==> config.mk <==
export PLATFORM = sky130hd
export DESIGN_NAME = clk_div_multi
export DESIGN_NICKNAME = d
export VERILOG_FILES = /design/src/rtl/clk_div_multi.sv
export SDC_FILE = /design/constraint.sdc
export NUM_CORES = 1
export LEC_CHECK = 0
export ABC_CLOCK_PERIOD_IN_PS = 5400
export BUFFER_PORTS_ARGS = -buffer_cell sky130_fd_sc_hd__clkbuf_2
export CAP_MARGIN = 5
export CORE_UTILIZATION = 60
export DETAILED_ROUTE_END_ITERATION = 7
export PLACE_DENSITY = 0.9
export SYNTH_ARGS = -nofsm -noshare
export SYNTH_HDL_FRONTEND = slang
export SYNTH_SLANG_ARGS = --single-unit
==> constraint.sdc <==
create_clock -name clk_in -period 5.4 [get_ports clk_in]
set_clock_uncertainty 0.05 [all_clocks]
set_input_delay 0.81 -clock clk_in [delete_from_list [all_inputs] [get_ports clk_in]]
set_output_delay 0.81 -clock clk_in [all_outputs]
set_load 0.1 [all_outputs]
==> src/rtl/clk_div_multi.sv <==
// clk_div_multi: multi-channel programmable clock divider with shadowed divisors and single-step mode
module clk_div_multi #(
  parameter int NCH = 2,
  parameter int CNT_W = 24,
  parameter logic [CNT_W-1:0] DEF_DIV = CNT_W'(24'h00ffff)
) (
  input  logic             clk_in,
  input  logic             reset,
  input  logic             div_wr,
  input  logic [2:0]       div_ch,
  input  logic [CNT_W-1:0] div_val,
  input  logic             step_mode,
  input  logic             step_req,
  output logic [NCH-1:0]   clk_out,
  output logic [NCH-1:0]   tick,
  output logic [NCH-1:0]   pending
);
  typedef enum logic [1:0] {RUN, STEP_IDLE, STEP_HIGH} state_t;
  logic [2:0] sync;
  logic step_pls;
  always_ff @(posedge clk_in or posedge reset)
    if (reset) sync <= '0;
    else sync <= {sync[1:0], step_req};
  assign step_pls = sync[1] & ~sync[2];
  for (genvar i = 0; i < NCH; i++) begin : g_ch
    state_t st, st_n;
    logic [CNT_W-1:0] cnt, cnt_n, term, term_n, shadow, shadow_n;
    logic co, co_n, tk, tk_n, pd, pd_n, wr, hit;
    assign wr = div_wr && div_ch == 3'(i);
    assign hit = cnt == term;
    // Terminal events apply the old shadow; a write in the same cycle stays pending.
    always_comb begin
      st_n = st;
      cnt_n = cnt + 1'b1;
      co_n = co;
      tk_n = 1'b0;
      term_n = term;
      shadow_n = wr ? div_val : shadow;
      pd_n = pd | wr;
      case (st)
        RUN:
          if (step_mode && !co) begin
            st_n = STEP_IDLE;
            cnt_n = '0;
          end else if (hit) begin
            cnt_n = '0;
            co_n = !co;
            tk_n = 1'b1;
            term_n = pd ? shadow : term;
            pd_n = wr;
            st_n = step_mode ? STEP_IDLE : RUN;
          end
        STEP_IDLE: begin
          cnt_n = '0;
          co_n = step_mode && step_pls;
          st_n = !step_mode ? RUN : step_pls ? STEP_HIGH : STEP_IDLE;
        end
        STEP_HIGH:
          if (hit) begin
            cnt_n = '0;
            co_n = 1'b0;
            tk_n = 1'b1;
            term_n = pd ? shadow : term;
            pd_n = wr;
            st_n = step_mode ? STEP_IDLE : RUN;
          end
        default: st_n = RUN;
      endcase
    end
    always_ff @(posedge clk_in or posedge reset)
      if (reset) begin
        st <= RUN;
        cnt <= '0;
        term <= DEF_DIV;
        shadow <= DEF_DIV;
        co <= 1'b0;
        tk <= 1'b0;
        pd <= 1'b0;
      end else begin
        st <= st_n;
        cnt <= cnt_n;
        term <= term_n;
        shadow <= shadow_n;
        co <= co_n;
        tk <= tk_n;
        pd <= pd_n;
      end
    assign clk_out[i] = co;
    assign tick[i] = tk;
    assign pending[i] = pd;
  end
endmodule

Word-level counts from Yosys, hierarchy flattened:

Index checks and enable logic that the tools add are counted.

* register bits after elaboration: 157
* input bits: 32
* output and inout bits: 6
* word-level logic and storage cells: 95

* add/subtract/negate cells: 2
* eq/ne operators: 13
* mux-type cells: 43
* bitwise operators: 4
* reductions and logical operators: 18

Operator list (number)
* 2-to-1 mux 24 bit: 10
* one-hot mux 24 bit (3 select lines): 2
* one-hot mux 24 bit (2 select lines): 2
* adder 24 x 1 -> 24 bit (second input constant): 2
* equality test 24 bit: 2
* 2-to-1 mux 1 bit: 15
* 2-to-1 mux 2 bit: 6
* inequality test 2 bit (second input constant): 6
* one-hot mux 2 bit (3 select lines): 2
* one-hot mux 1 bit (2 select lines): 4
* AND reduction 4 bit: 2
* one-hot mux 1 bit (3 select lines): 2
* nonzero test 3 bit: 2
* logical AND 1 bit: 5
* equality test 2 x 1 -> 1 bit (second input constant): 2
* equality test 2 bit (second input constant): 2
* logical NOT 2 bit: 2
* AND reduction 2 bit: 2
* nonzero test 2 bit: 2
* equality test 3 x 1 -> 1 bit (second input constant): 1
* logical NOT 3 bit: 1
* logical NOT 1 bit: 2
* bitwise OR 1 bit: 2
* AND 1 bit: 1
* inverter 1 bit: 1

Depth between registers and ports, before layout:

Gate-level depths: netlist of the first run.

* word-level depth: 6
* depth in mapped cells: 8
* depth with buffers taken out: 7

Worst setup path before layout of the first run:

No wires, ideal clock.

* kind: register to register
* from: register g_ch[1].term[3]
* to: register g_ch[1].term[16]
* library setup time: 0.125 ns
* arrival: 2.201 ns
* required time: 5.225 ns
* path slack: 3.024 ns
* cell stages (with the launch flop): 8
* buffers on the path: 1
* period minus slack after synthesis: 2.376 ns
* cells stage by stage: dfstp_2 xnor2_1 nand4_1 nor4_2 nand3_2 nor4_4 buf_6 mux2_2

* word-level cells in the longest chain between the ends: 4

Ends and longest elaborated chain
* start, declared: RTL line 27 `logic [CNT_W-1:0] cnt, cnt_n, term, term_n, shadow, shadow_n;`
* start signal, assigned: RTL line 82 `term <= term_n;`
* equality test 24 bit *: RTL line 30 `assign hit = cnt == term;`
* 2-to-1 mux 24 bit *
* 2-to-1 mux 24 bit
* one-hot mux 24 bit (2 select lines) *

Mark *: on every way between the ends. The rest lies on a longest branch, timed or not. The select of a mux whose other input is x is not followed.
A chain may end at the register's enable or synchronous reset.

Final worst setup path of the first run:

* from: register g_ch[0].cnt[18]
* to: register g_ch[0].term[19]

* word-level cells in the longest chain between the ends: 4

Ends and longest elaborated chain
* start, declared: RTL line 27
* start signal, assigned: RTL line 81 `cnt <= cnt_n;`
* equality test 24 bit *: RTL line 30
* 2-to-1 mux 24 bit *
* 2-to-1 mux 24 bit
* one-hot mux 24 bit (2 select lines) *
* end signal, assigned: RTL line 82
* end, declared: RTL line 27

Marked as above.

==> results_tabular.tex, run 1 <==
\begin{tabular}{lr}
\hline
Metric & Value \\
\hline
\multicolumn{2}{l}{\textbf{Global route}} \\
\quad Gr ovfl total & 0 \\
\quad Number of global-route vias before repair & 4718 \\
\quad Antenna violations before repair & 0 \\
\quad First-pass GRT wire length & 23800 um \\
\quad Pin count of the biggest net entering global routing & 113 \\
\quad Overall track demand over capacity in global routing & 25.1\% \\
\multicolumn{2}{l}{\textbf{Detailed routing}} \\
\quad Met2 routed WL & 7140 um \\
\quad Number of vias per cell & 5.77 \\
\quad Number of routed nets with antenna violations & 0 \\
\quad Routed vias & 4492 \\
\quad Routed length per instance & 18.4 um \\
\quad Met3 WL & 724 um \\
\quad Length of routed wiring on met1 & 6210 um \\
\quad Number of detailed-routing iterations run before antenna repair & 8 \\
\quad Initial drt markers & 257 \\
\quad Highest signal layer in the routed design & met4 \\
\quad Routed wire length & 14300 um \\
\quad DRC violation count after routing & 6 \\
\multicolumn{2}{l}{\textbf{Clock tree}} \\
\quad CTS Buf Count & 17 \\
\quad \# Post-CTS Setup Buffers & 0 \\
\quad H-tree depth reported by CTS & 4 \\
\quad CTS clk-pin slew, worst paths & 0.07 ns \\
\quad Cell chosen for the clock root & sky130\_fd\_sc\_hd\_\_clkbuf\_16 \\
\quad Clock sink count & 157 \\
\quad Clock tree from TritonCTS & built \\
\quad Cts-stage hold buffer count & 0 \\
\quad \# resized after CTS & 0 \\
\quad Clock latency on the worst-skew pair & 0.42 ns \\
\quad Clk buf depth & 2 \\
\multicolumn{2}{l}{\textbf{STA}} \\
\quad Sum of negative setup slack & 0 ns \\
\quad Worst slew margin & 21.8\% \\
\quad Minimum period implied by the final worst setup slack & 3.11 ns \\
\quad Setup repair after global routing missed its margin & no \\
\quad Final critical-path share of the clock period & 57.6\% \\
\quad Max Clk Rate & 322 MHz \\
\quad Final setup fails & 0 \\
\quad Slew at the pin closest to its max-slew limit & 1.17 ns \\
\quad Count of pins over their slew limit & 0 \\
\quad Number of failing hold endpoints at the final stage & 0 \\
\multicolumn{2}{l}{\textbf{Die}} \\
\quad Core Rows & 39 \\
\quad Die footprint & 0.0125 mm2 \\
\quad Die outline height & 112 um \\
\quad Die W & 112 um \\
\quad I/O pin cnt & 38 \\
\quad Starting utilization of the core area & 62.6\% \\
\quad Area of the core & 0.0116 mm2 \\
\multicolumn{2}{l}{\textbf{Finish}} \\
\quad Relative area change from synthesis to final layout & 12.3\% \\
\quad Final-layout fill cell count & 761 \\
\quad Nets & 665 \\
\quad Register Area & 0.00401 mm2 \\
\quad Antenna cell count & 0 \\
\quad Ratio of cells with drive above 1 in the final layout & 38.6\% \\
\quad Area taken by multi-input logic gates & 0.00306 mm2 \\
\multicolumn{2}{l}{\textbf{Place}} \\
\quad Estimated wirelength of the detail-placed design & 9800 um \\
\quad Buffers on Ports & 37 \\
\quad RD Place Congestion & 0.850 \\
\multicolumn{2}{l}{\textbf{Worst setup path}} \\
\quad Worst EP required & 5.65 ns \\
\quad Critical Path Start & g\_ch[0].cnt[18] \\
\quad R2r setup slk & 2.29 ns \\
\quad Worst Setup End Kind & flip-flop \\
\quad Largest fanout of any net on the critical path & 24 \\
\quad Setup CP Type & reg2reg \\
\quad Critical path arrival & 3.36 ns \\
\quad Setup crit start kind & flip-flop \\
\quad R2R depth & 6 \\
\quad Capturing point of the worst reg2reg path & g\_ch[0].term[19] \\
\quad Launch instance of the worst register-to-register path & g\_ch[0].cnt[18] \\
\multicolumn{2}{l}{\textbf{Logic synthesis}} \\
\quad Top cells by area in the synthesized netlist & sky130\_fd\_sc\_hd\_\_dfrtp\_1 (32\%), sky130\_fd\_sc\_hd\_\_dfstp\_2 (23\%), sky130\_fd\_sc\_hd\_\_mux2\_2 (15\%) \\
\quad Syn Nets & 627 \\
\quad Synthesized instance count & 584 \\
\quad Number of synthesis warnings & 0 \\
\quad Post-synthesis instance area & 0.00724 mm2 \\
\quad Sequential area share after synthesis & 55.4\% \\
\quad Most area-hungry cell type in the Yosys netlist & sky130\_fd\_sc\_hd\_\_dfrtp\_1 \\
\quad Cell types with the highest counts after synthesis & sky130\_fd\_sc\_hd\_\_mux2\_2 (96), sky130\_fd\_sc\_hd\_\_dfrtp\_1 (93), sky130\_fd\_sc\_hd\_\_nor2\_1 (66) \\
\quad Avg Synthesized Cell Area & 12.4 um2 \\
\quad Most numerous cell in the Yosys netlist & sky130\_fd\_sc\_hd\_\_mux2\_2 \\
\quad Share of the synthesized area in the top cell type & 32.1\% \\
\quad Yosys reg bits & 157 \\
\quad Number of synthesized flops with an enable pin & 0 \\
\quad Most common flop cell mapped by yosys & sky130\_fd\_sc\_hd\_\_dfrtp\_1 \\
\quad Post-synthesis cell type count & 44 \\
\quad Share of flip-flops with an asynchronous set or reset after synthesis & 100\% \\
\multicolumn{2}{l}{\textbf{Job}} \\
\quad Count of max-cap constraint violations & 0 \\
\multicolumn{2}{l}{\textbf{Min path}} \\
\quad Min-Delay Path Class & reg2reg \\
\quad Min-Delay Endpoint & sync[1] \\
\quad Start point of the worst min-delay path & sync[0] \\
\quad Number of cells on the worst hold path & 0 \\
\multicolumn{2}{l}{\textbf{Run status}} \\
\quad Result of the run & finished with violations \\
\quad Failing checks & design-rule violations \\
\multicolumn{2}{l}{\textbf{Power}} \\
\quad Highest ir drop seen on vdd & 0.310 mV \\
\quad PnR Total Power & 4.10 mW \\
\quad Total leakage power & 3.50 nW \\
\quad Power per unit of standard cell area & 505 mW/mm2 \\
\hline
\end{tabular}
through the flow:
step	std cells	area (um2)	hold WS, ns	setup slack (ns)	util (%)
4_1_cts	778	8130	0.314	2.31	70.3
3_3_place_gp	746	7530	0.288	2.44	65.1
5_1_grt	778	8130	0.330	2.03	70.3
2_1_floorplan	584	7240	0.281	0.411	-
3_5_place_dp	746	7530	0.292	2.36	65.1
6_report	778	8130	0.310	2.29	70.3
cells by family after synthesis:
| logic type | Yosys count | synth area share, % |
|---|---|---|
| AND/OR/NAND/NOR | 170 | 11.9 |
| adder cells (fa/ha/maj) | 11 | 1.90 |
| AO/OA/AOI/OAI | 19 | 1.75 |
| flip-flops | 157 | 55.4 |
| multiplexers | 98 | 15.2 |
| buffers and inverters | 37 | 2.70 |
| XOR/XNOR | 92 | 11.1 |
critical path, cell delays in order, from the launching register on:
cell and delay, ns:
sky130_fd_sc_hd__dfrtp_1 0.42, sky130_fd_sc_hd__xnor2_1 0.28, sky130_fd_sc_hd__nand4_1 0.17, sky130_fd_sc_hd__nor4_1 0.28, sky130_fd_sc_hd__nand3_1 0.34, sky130_fd_sc_hd__nor2_2 1.00, sky130_fd_sc_hd__mux2_2 0.44
flip-flops by register name, indices dropped and copies added, names as in the netlist:
register / flops
g_ch.cnt: 48
g_ch.co: 2
g_ch.pd: 2
g_ch.shadow: 48
g_ch.st: 4
g_ch.term: 48
g_ch.tk: 2
sync: 3
per-layer routing:
| layer | GRT usage (%) | vias to the layer above |
|---|---|---|
| li1 | - | 2066 |
| met1 | 32.8 | 2281 |
| met2 | 40.8 | 124 |
| met3 | 6.21 | 21 |
| met4 | 9.10 | 0 |
| met5 | 0 | - |
layout make-up:
class / instances / area share (%)
timing repair buffer: 43 / 2.83
clock buffer: 18 / 5.40
inverter: 13 / 0.662
clock inverter: 14 / 1.97
sequential: 157 / 49.3
tap: 143 / 2.20
multi-input combinational: 390 / 37.6
how the worst max path moves through the flow:
stage | to | slack (ns) | cells past startpoint
CTS | g_ch[0].term[19] | 2.31 | 6
global route | g_ch[0].term[19] | 2.03 | 6
global placement | g_ch[0].term[19] | 2.44 | 6
floorplan | g_ch[0].cnt[0] | 0.41 | 1
finish | g_ch[0].term[19] | 2.29 | 6
detailed placement | g_ch[0].term[23] | 2.36 | 6
placed cells by master, fill, tap and decap left out, drive strengths merged, types with 3 or more instances in the layout:
cell type and n:
and3 7, dfrtp 93, clkinvlp 4, dfstp 64
nor2b 6, clkbuf 55, mux2 96, xnor2 51
buf 6, nor4 8, xor2 41, nand4 20
a21o 3, a21oi 7, nand3 20, nand2 23
nand2b 5, ha 11, clkinv 4, nor3 4
nor2 67, inv 17
power breakdown:
part	switching, mW	internal, mW	total, mW
Sequential	0.235	1.60	1.83
Clock	0.499	0.701	1.20
Combinational	0.586	0.486	1.07
Total	1.32	2.78	4.10
Power figures use the tool's default switching activity.
==> run 2: changes to the inputs <==
- ABC_CLOCK_PERIOD_IN_PS: 5400 -> 2900
- clock period: 5.4 -> 2.9 ns (I/O delays scaled with it)
==> results_tabular.tex, run 2 (synthesized netlist as in run 1, its figures left out) <==
\begin{tabular}{lr}
\hline
Metric & Value \\
\hline
\multicolumn{2}{l}{\textbf{Run status}} \\
\quad Result of the run & finished with violations \\
\quad Failing checks & design-rule violations \\
\multicolumn{2}{l}{\textbf{Power}} \\
\quad PnR Total Power & 7.69 mW \\
\quad Reported net switching power & 2.43 mW \\
\quad Highest ir drop seen on vdd & 0.659 mV \\
\quad Power per unit of standard cell area & 938 mW/mm2 \\
\quad Total leakage power & 3.52 nW \\
\quad Total internal power & 5.26 mW \\
\quad Sw Ratio & 31.6\% \\
\quad Combinational share of power & 26.7\% \\
\quad Clock share of power & 29.0\% \\
\quad Portion of total power attributed to sequential cells & 44.3\% \\
\multicolumn{2}{l}{\textbf{Place}} \\
\quad RD Place Congestion & 0.849 \\
\quad Estimated wirelength of the detail-placed design & 9940 um \\
\quad Placed instance count & 750 \\
\quad Buffers on Ports & 37 \\
\multicolumn{2}{l}{\textbf{STA}} \\
\quad Minimum period implied by the final worst setup slack & 2.71 ns \\
\quad Fin Hold WS & 0.0130 ns \\
\quad Final setup fails & 0 \\
\quad Slew at the pin closest to its max-slew limit & 0.676 ns \\
\quad Sum of negative setup slack & 0 ns \\
\quad Worst slew margin & 54.6\% \\
\quad Setup repair after global routing missed its margin & no \\
\quad Final critical-path share of the clock period & 93.4\% \\
\quad Max Clk Rate & 369 MHz \\
\quad Number of failing hold endpoints at the final stage & 0 \\
\quad Count of pins over their slew limit & 0 \\
\multicolumn{2}{l}{\textbf{Die}} \\
\quad Die footprint & 0.0125 mm2 \\
\quad I/O pin cnt & 38 \\
\quad Core Rows & 39 \\
\quad Die outline height & 112 um \\
\quad Area of the core & 0.0116 mm2 \\
\quad Starting utilization of the core area & 62.6\% \\
\quad Die W & 112 um \\
\multicolumn{2}{l}{\textbf{Finish}} \\
\quad Nets & 669 \\
\quad Final-layout fill cell count & 742 \\
\quad Commonest cells after routing, fill and taps aside & sky130\_fd\_sc\_hd\_\_mux2\_2 (96), sky130\_fd\_sc\_hd\_\_dfrtp\_1 (93), sky130\_fd\_sc\_hd\_\_nor2\_1 (66) \\
\quad Ratio of cells with drive above 1 in the final layout & 38.5\% \\
\quad Most frequent standard cell in the layout excluding fill and tap cells & sky130\_fd\_sc\_hd\_\_mux2\_2 \\
\quad Antenna cell count & 0 \\
\quad Layout Cells excl Fill & 782 \\
\quad Relative area change from synthesis to final layout & 13.2\% \\
\quad Largest registers ranked by flip-flop count & g\_ch.cnt: 48 flops, g\_ch.shadow: 48 flops, g\_ch.term: 48 flops \\
\multicolumn{2}{l}{\textbf{Clock tree}} \\
\quad CTS clk-pin slew, worst paths & 0.06 ns \\
\quad Clock sink count & 157 \\
\quad Clock tree from TritonCTS & built \\
\quad Clock latency on the worst-skew pair & 0.43 ns \\
\quad H-tree depth reported by CTS & 4 \\
\quad CTS Buf Count & 17 \\
\quad Cell chosen for the clock root & sky130\_fd\_sc\_hd\_\_clkbuf\_16 \\
\quad Clk buf depth & 2 \\
\multicolumn{2}{l}{\textbf{Worst setup path}} \\
\quad Setup crit start kind & flip-flop \\
\quad Critical path arrival & 2.96 ns \\
\quad Largest fanout of any net on the critical path & 24 \\
\quad Setup CP Type & reg2reg \\
\quad Worst EP required & 3.15 ns \\
\quad Worst Setup End Kind & flip-flop \\
\multicolumn{2}{l}{\textbf{Detailed routing}} \\
\quad DRC violation count after routing & 8 \\
\quad Routed wire length & 14700 um \\
\quad Number of routed nets with antenna violations & 0 \\
\quad Routed vias & 4453 \\
\quad Number of vias per cell & 5.69 \\
\quad Initial drt markers & 271 \\
\quad Number of detailed-routing iterations run before antenna repair & 6 \\
\quad Routed length per instance & 18.8 um \\
\multicolumn{2}{l}{\textbf{Global route}} \\
\quad Gr ovfl total & 0 \\
\quad First-pass GRT wire length & 24300 um \\
\quad Antenna violations before repair & 0 \\
\quad Number of global-route vias before repair & 4776 \\
\quad Overall track demand over capacity in global routing & 25.8\% \\
\quad Pin count of the biggest net entering global routing & 76 \\
\multicolumn{2}{l}{\textbf{Job}} \\
\quad Count of max-cap constraint violations & 0 \\
\multicolumn{2}{l}{\textbf{Min path}} \\
\quad Min-Delay Path Class & in2async \\
\hline
\end{tabular}
run 2: worst paths after layout:
kind	startpoint	to	slack, ns	cells after the start
min reg2reg	sync[0]	sync[1]	0.32	0
min in group clk_in	step_req	sync[0]	0.07	1
max reg2reg	g_ch[1].cnt[2]	g_ch[1].term[23]	0.19	7
min	reset	g_ch[0].cnt[8]	0.01	2
max in group asynchronous	reset	g_ch[1].term[14]	1.98	3
max	g_ch[1].cnt[2]	g_ch[1].term[23]	0.19	7
run 2: routing by layer:
metal  part of all wire (%)  track usage [%]  vias to the layer above
li1                       -                -                     2063
met1                     44             33.7                     2275
met2                     51             42.7                       99
met3                    3.8             5.88                       16
met4                    1.3             8.56                        0
met5                      0                0                        -
run 2: area by class of cell:
cell class              count  area (um2)  share of cell area [%]
clock buffers              21         450                    5.50
inverters                  13        52.6                   0.641
clock inverters            11         143                    1.74
repair buffers             47         302                    3.68
flip-flops and latches    157        4010                    48.9
well taps                 143         179                    2.18
multi-input cells         390        3060                    37.3
run 2: power by group through the flow:
stage               combinational [mW]  sequential, mW  clock, mW
floorplan                         1.65            3.27          0
global route                      2.22            3.48       2.36
global placement                  1.89            3.39          0
detailed placement                2.00            3.43          0
CTS                               2.06            3.41       2.26
finish                            2.05            3.41       2.23
run 2: through the flow:
stage	instance area [um2]	worst slack, ns	utilization, %
2_1_floorplan	7240	0.480	-
5_1_grt	8190	0.0598	70.9
4_1_cts	8190	0.150	70.8
3_5_place_dp	7600	0.239	65.7
6_report	8190	0.191	70.9
3_3_place_gp	7600	0.332	65.7
run 2: worst max-delay path, cell delays in order (launching register included):
cell and delay [ns]:
sky130_fd_sc_hd__dfrtp_1 0.47, sky130_fd_sc_hd__xnor2_1 0.30, sky130_fd_sc_hd__nand4_1 0.22, sky130_fd_sc_hd__nor4_2 0.29, sky130_fd_sc_hd__nand3_2 0.27, sky130_fd_sc_hd__nor4_4 0.33, sky130_fd_sc_hd__buf_6 0.27, sky130_fd_sc_hd__mux2_2 0.37
run 2: what timing repair did:
item	in CTS	in global routing
resized for setup	0	1
setup buffers	0	0
hold buffers	0	0
endpoints found under the setup margin	0	1
==> run 3: changes to the inputs <==
- ABC_CLOCK_PERIOD_IN_PS: 2900 -> 3050
- BUFFER_PORTS_ARGS: -buffer_cell sky130_fd_sc_hd__clkbuf_2 -> unset
- DONT_BUFFER_PORTS: unset -> 1
- PLACE_DENSITY: 0.9 -> 0.88
- clock period: 2.9 -> 3.05 ns (I/O delays scaled with it)
==> results_tabular.tex, run 3 (synthesized netlist as in run 1, its figures left out) <==
\begin{tabular}{lr}
\hline
Metric & Value \\
\hline
\multicolumn{2}{l}{\textbf{Clock tree}} \\
\quad Clock sink count & 157 \\
\quad CTS clk-pin slew, worst paths & 0.06 ns \\
\quad Clk buf depth & 2 \\
\quad Clock latency on the worst-skew pair & 0.42 ns \\
\quad Cell chosen for the clock root & sky130\_fd\_sc\_hd\_\_clkbuf\_16 \\
\quad H-tree depth reported by CTS & 4 \\
\quad \# resized after CTS & 0 \\
\quad Clock tree from TritonCTS & built \\
\quad Cts-stage hold buffer count & 1 \\
\quad CTS Buf Count & 17 \\
\quad \# Post-CTS Setup Buffers & 0 \\
\multicolumn{2}{l}{\textbf{Worst setup path}} \\
\quad Worst EP required & 3.30 ns \\
\quad Critical path arrival & 3.02 ns \\
\quad Worst Setup End Kind & flip-flop \\
\quad Setup CP Type & reg2reg \\
\quad R2R depth & 7 \\
\quad Setup crit start kind & flip-flop \\
\quad Largest fanout of any net on the critical path & 24 \\
\multicolumn{2}{l}{\textbf{Finish}} \\
\quad Largest registers ranked by flip-flop count & g\_ch.cnt: 48 flops, g\_ch.shadow: 48 flops, g\_ch.term: 48 flops \\
\quad Layout Cells excl Fill & 750 \\
\quad Antenna cell count & 0 \\
\quad Ratio of cells with drive above 1 in the final layout & 35.3\% \\
\quad Nets & 637 \\
\quad Final-layout fill cell count & 731 \\
\quad Commonest cells after routing, fill and taps aside & sky130\_fd\_sc\_hd\_\_mux2\_2 (96), sky130\_fd\_sc\_hd\_\_dfrtp\_1 (93), sky130\_fd\_sc\_hd\_\_nor2\_1 (66) \\
\quad Relative area change from synthesis to final layout & 10.6\% \\
\quad Most frequent standard cell in the layout excluding fill and tap cells & sky130\_fd\_sc\_hd\_\_mux2\_2 \\
\multicolumn{2}{l}{\textbf{Detailed routing}} \\
\quad Routed length per instance & 18.6 um \\
\quad Routed wire length & 14000 um \\
\quad Number of vias per cell & 5.77 \\
\quad DRC violation count after routing & 6 \\
\quad Routed vias & 4331 \\
\quad Number of routed nets with antenna violations & 0 \\
\quad Initial drt markers & 323 \\
\quad Number of detailed-routing iterations run before antenna repair & 6 \\
\multicolumn{2}{l}{\textbf{Place}} \\
\quad Estimated wirelength of the detail-placed design & 9780 um \\
\quad Placed instance count & 717 \\
\quad Buffers on Ports & 0 \\
\quad RD Place Congestion & 0.869 \\
\multicolumn{2}{l}{\textbf{Power}} \\
\quad Total internal power & 4.91 mW \\
\quad Total leakage power & 3.39 nW \\
\quad Highest ir drop seen on vdd & 0.554 mV \\
\quad Power per unit of standard cell area & 899 mW/mm2 \\
\quad Reported net switching power & 2.29 mW \\
\quad Sw Ratio & 31.8\% \\
\quad Combinational share of power & 26.7\% \\
\quad Clock share of power & 28.4\% \\
\quad Portion of total power attributed to sequential cells & 44.9\% \\
\multicolumn{2}{l}{\textbf{Min path}} \\
\quad Min-Delay Path Class & in2async \\
\multicolumn{2}{l}{\textbf{STA}} \\
\quad Minimum period implied by the final worst setup slack & 2.77 ns \\
\quad Number of failing hold endpoints at the final stage & 0 \\
\quad Count of pins over their slew limit & 0 \\
\quad Sum of negative setup slack & 0 ns \\
\quad Slew at the pin closest to its max-slew limit & 0.866 ns \\
\quad Final setup fails & 0 \\
\quad Fin Hold WS & 0.00783 ns \\
\quad Final critical-path share of the clock period & 90.9\% \\
\quad Setup repair after global routing missed its margin & no \\
\quad Worst slew margin & 42.3\% \\
\quad Max Clk Rate & 361 MHz \\
\multicolumn{2}{l}{\textbf{Job}} \\
\quad Count of max-cap constraint violations & 0 \\
\multicolumn{2}{l}{\textbf{Global route}} \\
\quad Number of global-route vias before repair & 4663 \\
\quad Gr ovfl total & 0 \\
\quad First-pass GRT wire length & 23400 um \\
\quad Antenna violations before repair & 1 \\
\quad Pin count of the biggest net entering global routing & 109 \\
\quad Overall track demand over capacity in global routing & 24.4\% \\
\multicolumn{2}{l}{\textbf{Die}} \\
\quad Die footprint & 0.0125 mm2 \\
\quad Die outline height & 112 um \\
\quad Core Rows & 39 \\
\quad I/O pin cnt & 38 \\
\quad Starting utilization of the core area & 62.6\% \\
\quad Area of the core & 0.0116 mm2 \\
\quad Die W & 112 um \\
\multicolumn{2}{l}{\textbf{Run status}} \\
\quad Result of the run & finished with violations \\
\quad Failing checks & design-rule violations \\
\hline
\end{tabular}
run 3: cell count changes in the layout (fill, tap and decap cells not counted), moves of 2 or more:
cell	previous run	this run
sky130_fd_sc_hd__buf_12	3	1
sky130_fd_sc_hd__inv_6	0	3
sky130_fd_sc_hd__bufinv_16	3	1
sky130_fd_sc_hd__clkbuf_2	37	0
sky130_fd_sc_hd__clkinvlp_4	6	4
sky130_fd_sc_hd__buf_4	6	13
sky130_fd_sc_hd__clkinv_4	0	2
run 3: metrics by stage:
stage / util, % / total power [mW] / setup WS, ns / area, um2
after floorplan: - / 4.67 / 0.608 / 7240
after global placement: 64.1 / 5.02 / 0.438 / 7420
after detailed placement: 64.1 / 5.15 / 0.390 / 7420
after CTS: 69.2 / 7.22 / 0.332 / 8010
after global routing: 69.2 / 7.54 / 0.198 / 8010
final: 69.2 / 7.20 / 0.278 / 8010
run 3: area by class of cell:
class                   instances  area, um2  share of cell area (%)
flip-flops and latches        157       4010                    50.1
multi-input cells             390       3060                    38.2
clock buffers                  21        472                    5.89
well taps                     143        179                    2.24
repair buffers                 15        128                    1.59
clock inverters                11        106                    1.33
inverters                      13       52.6                   0.656
run 3: power by group through the flow:
stage	clock [mW]	combinational (mW)	sequential [mW]
6_report	2.05	1.92	3.23
5_1_grt	2.16	2.09	3.29
4_1_cts	2.07	1.91	3.24
3_5_place_dp	0	1.88	3.26
3_3_place_gp	0	1.78	3.24
2_1_floorplan	0	1.56	3.11
run 3: final timing paths:
kind | start | to | slack [ns]
worst max-delay path | g_ch[0].term[7] | g_ch[0].term[19] | 0.28
worst min-delay path | reset | sync[0] | 0.008
worst max register to register | g_ch[0].term[7] | g_ch[0].term[19] | 0.28
worst min register to register | sync[0] | sync[1] | 0.31
max in group asynchronous | reset | g_ch[0].cnt[16] | 2.45
min in group clk_in | div_val[21] | g_ch[1].shadow[21] | 0.13
run 3: critical path: stages (launching register included):
cell and delay, ns:
sky130_fd_sc_hd__dfstp_2 0.54, sky130_fd_sc_hd__xnor2_1 0.15, sky130_fd_sc_hd__nand4_1 0.14, sky130_fd_sc_hd__nor4_1 0.51
sky130_fd_sc_hd__nand3_1 0.39, sky130_fd_sc_hd__nor2_2 0.19, sky130_fd_sc_hd__buf_4 0.30, sky130_fd_sc_hd__mux2_2 0.38
run 3: layer usage:
layer | track usage (%) | part of all wire, % | up-vias
met5 | 0 | 0.093 | -
met4 | 7.57 | 1.7 | 2
met3 | 9.64 | 7.2 | 25
met2 | 39.1 | 49 | 109
met1 | 30.5 | 42 | 2196
li1 | - | - | 1999
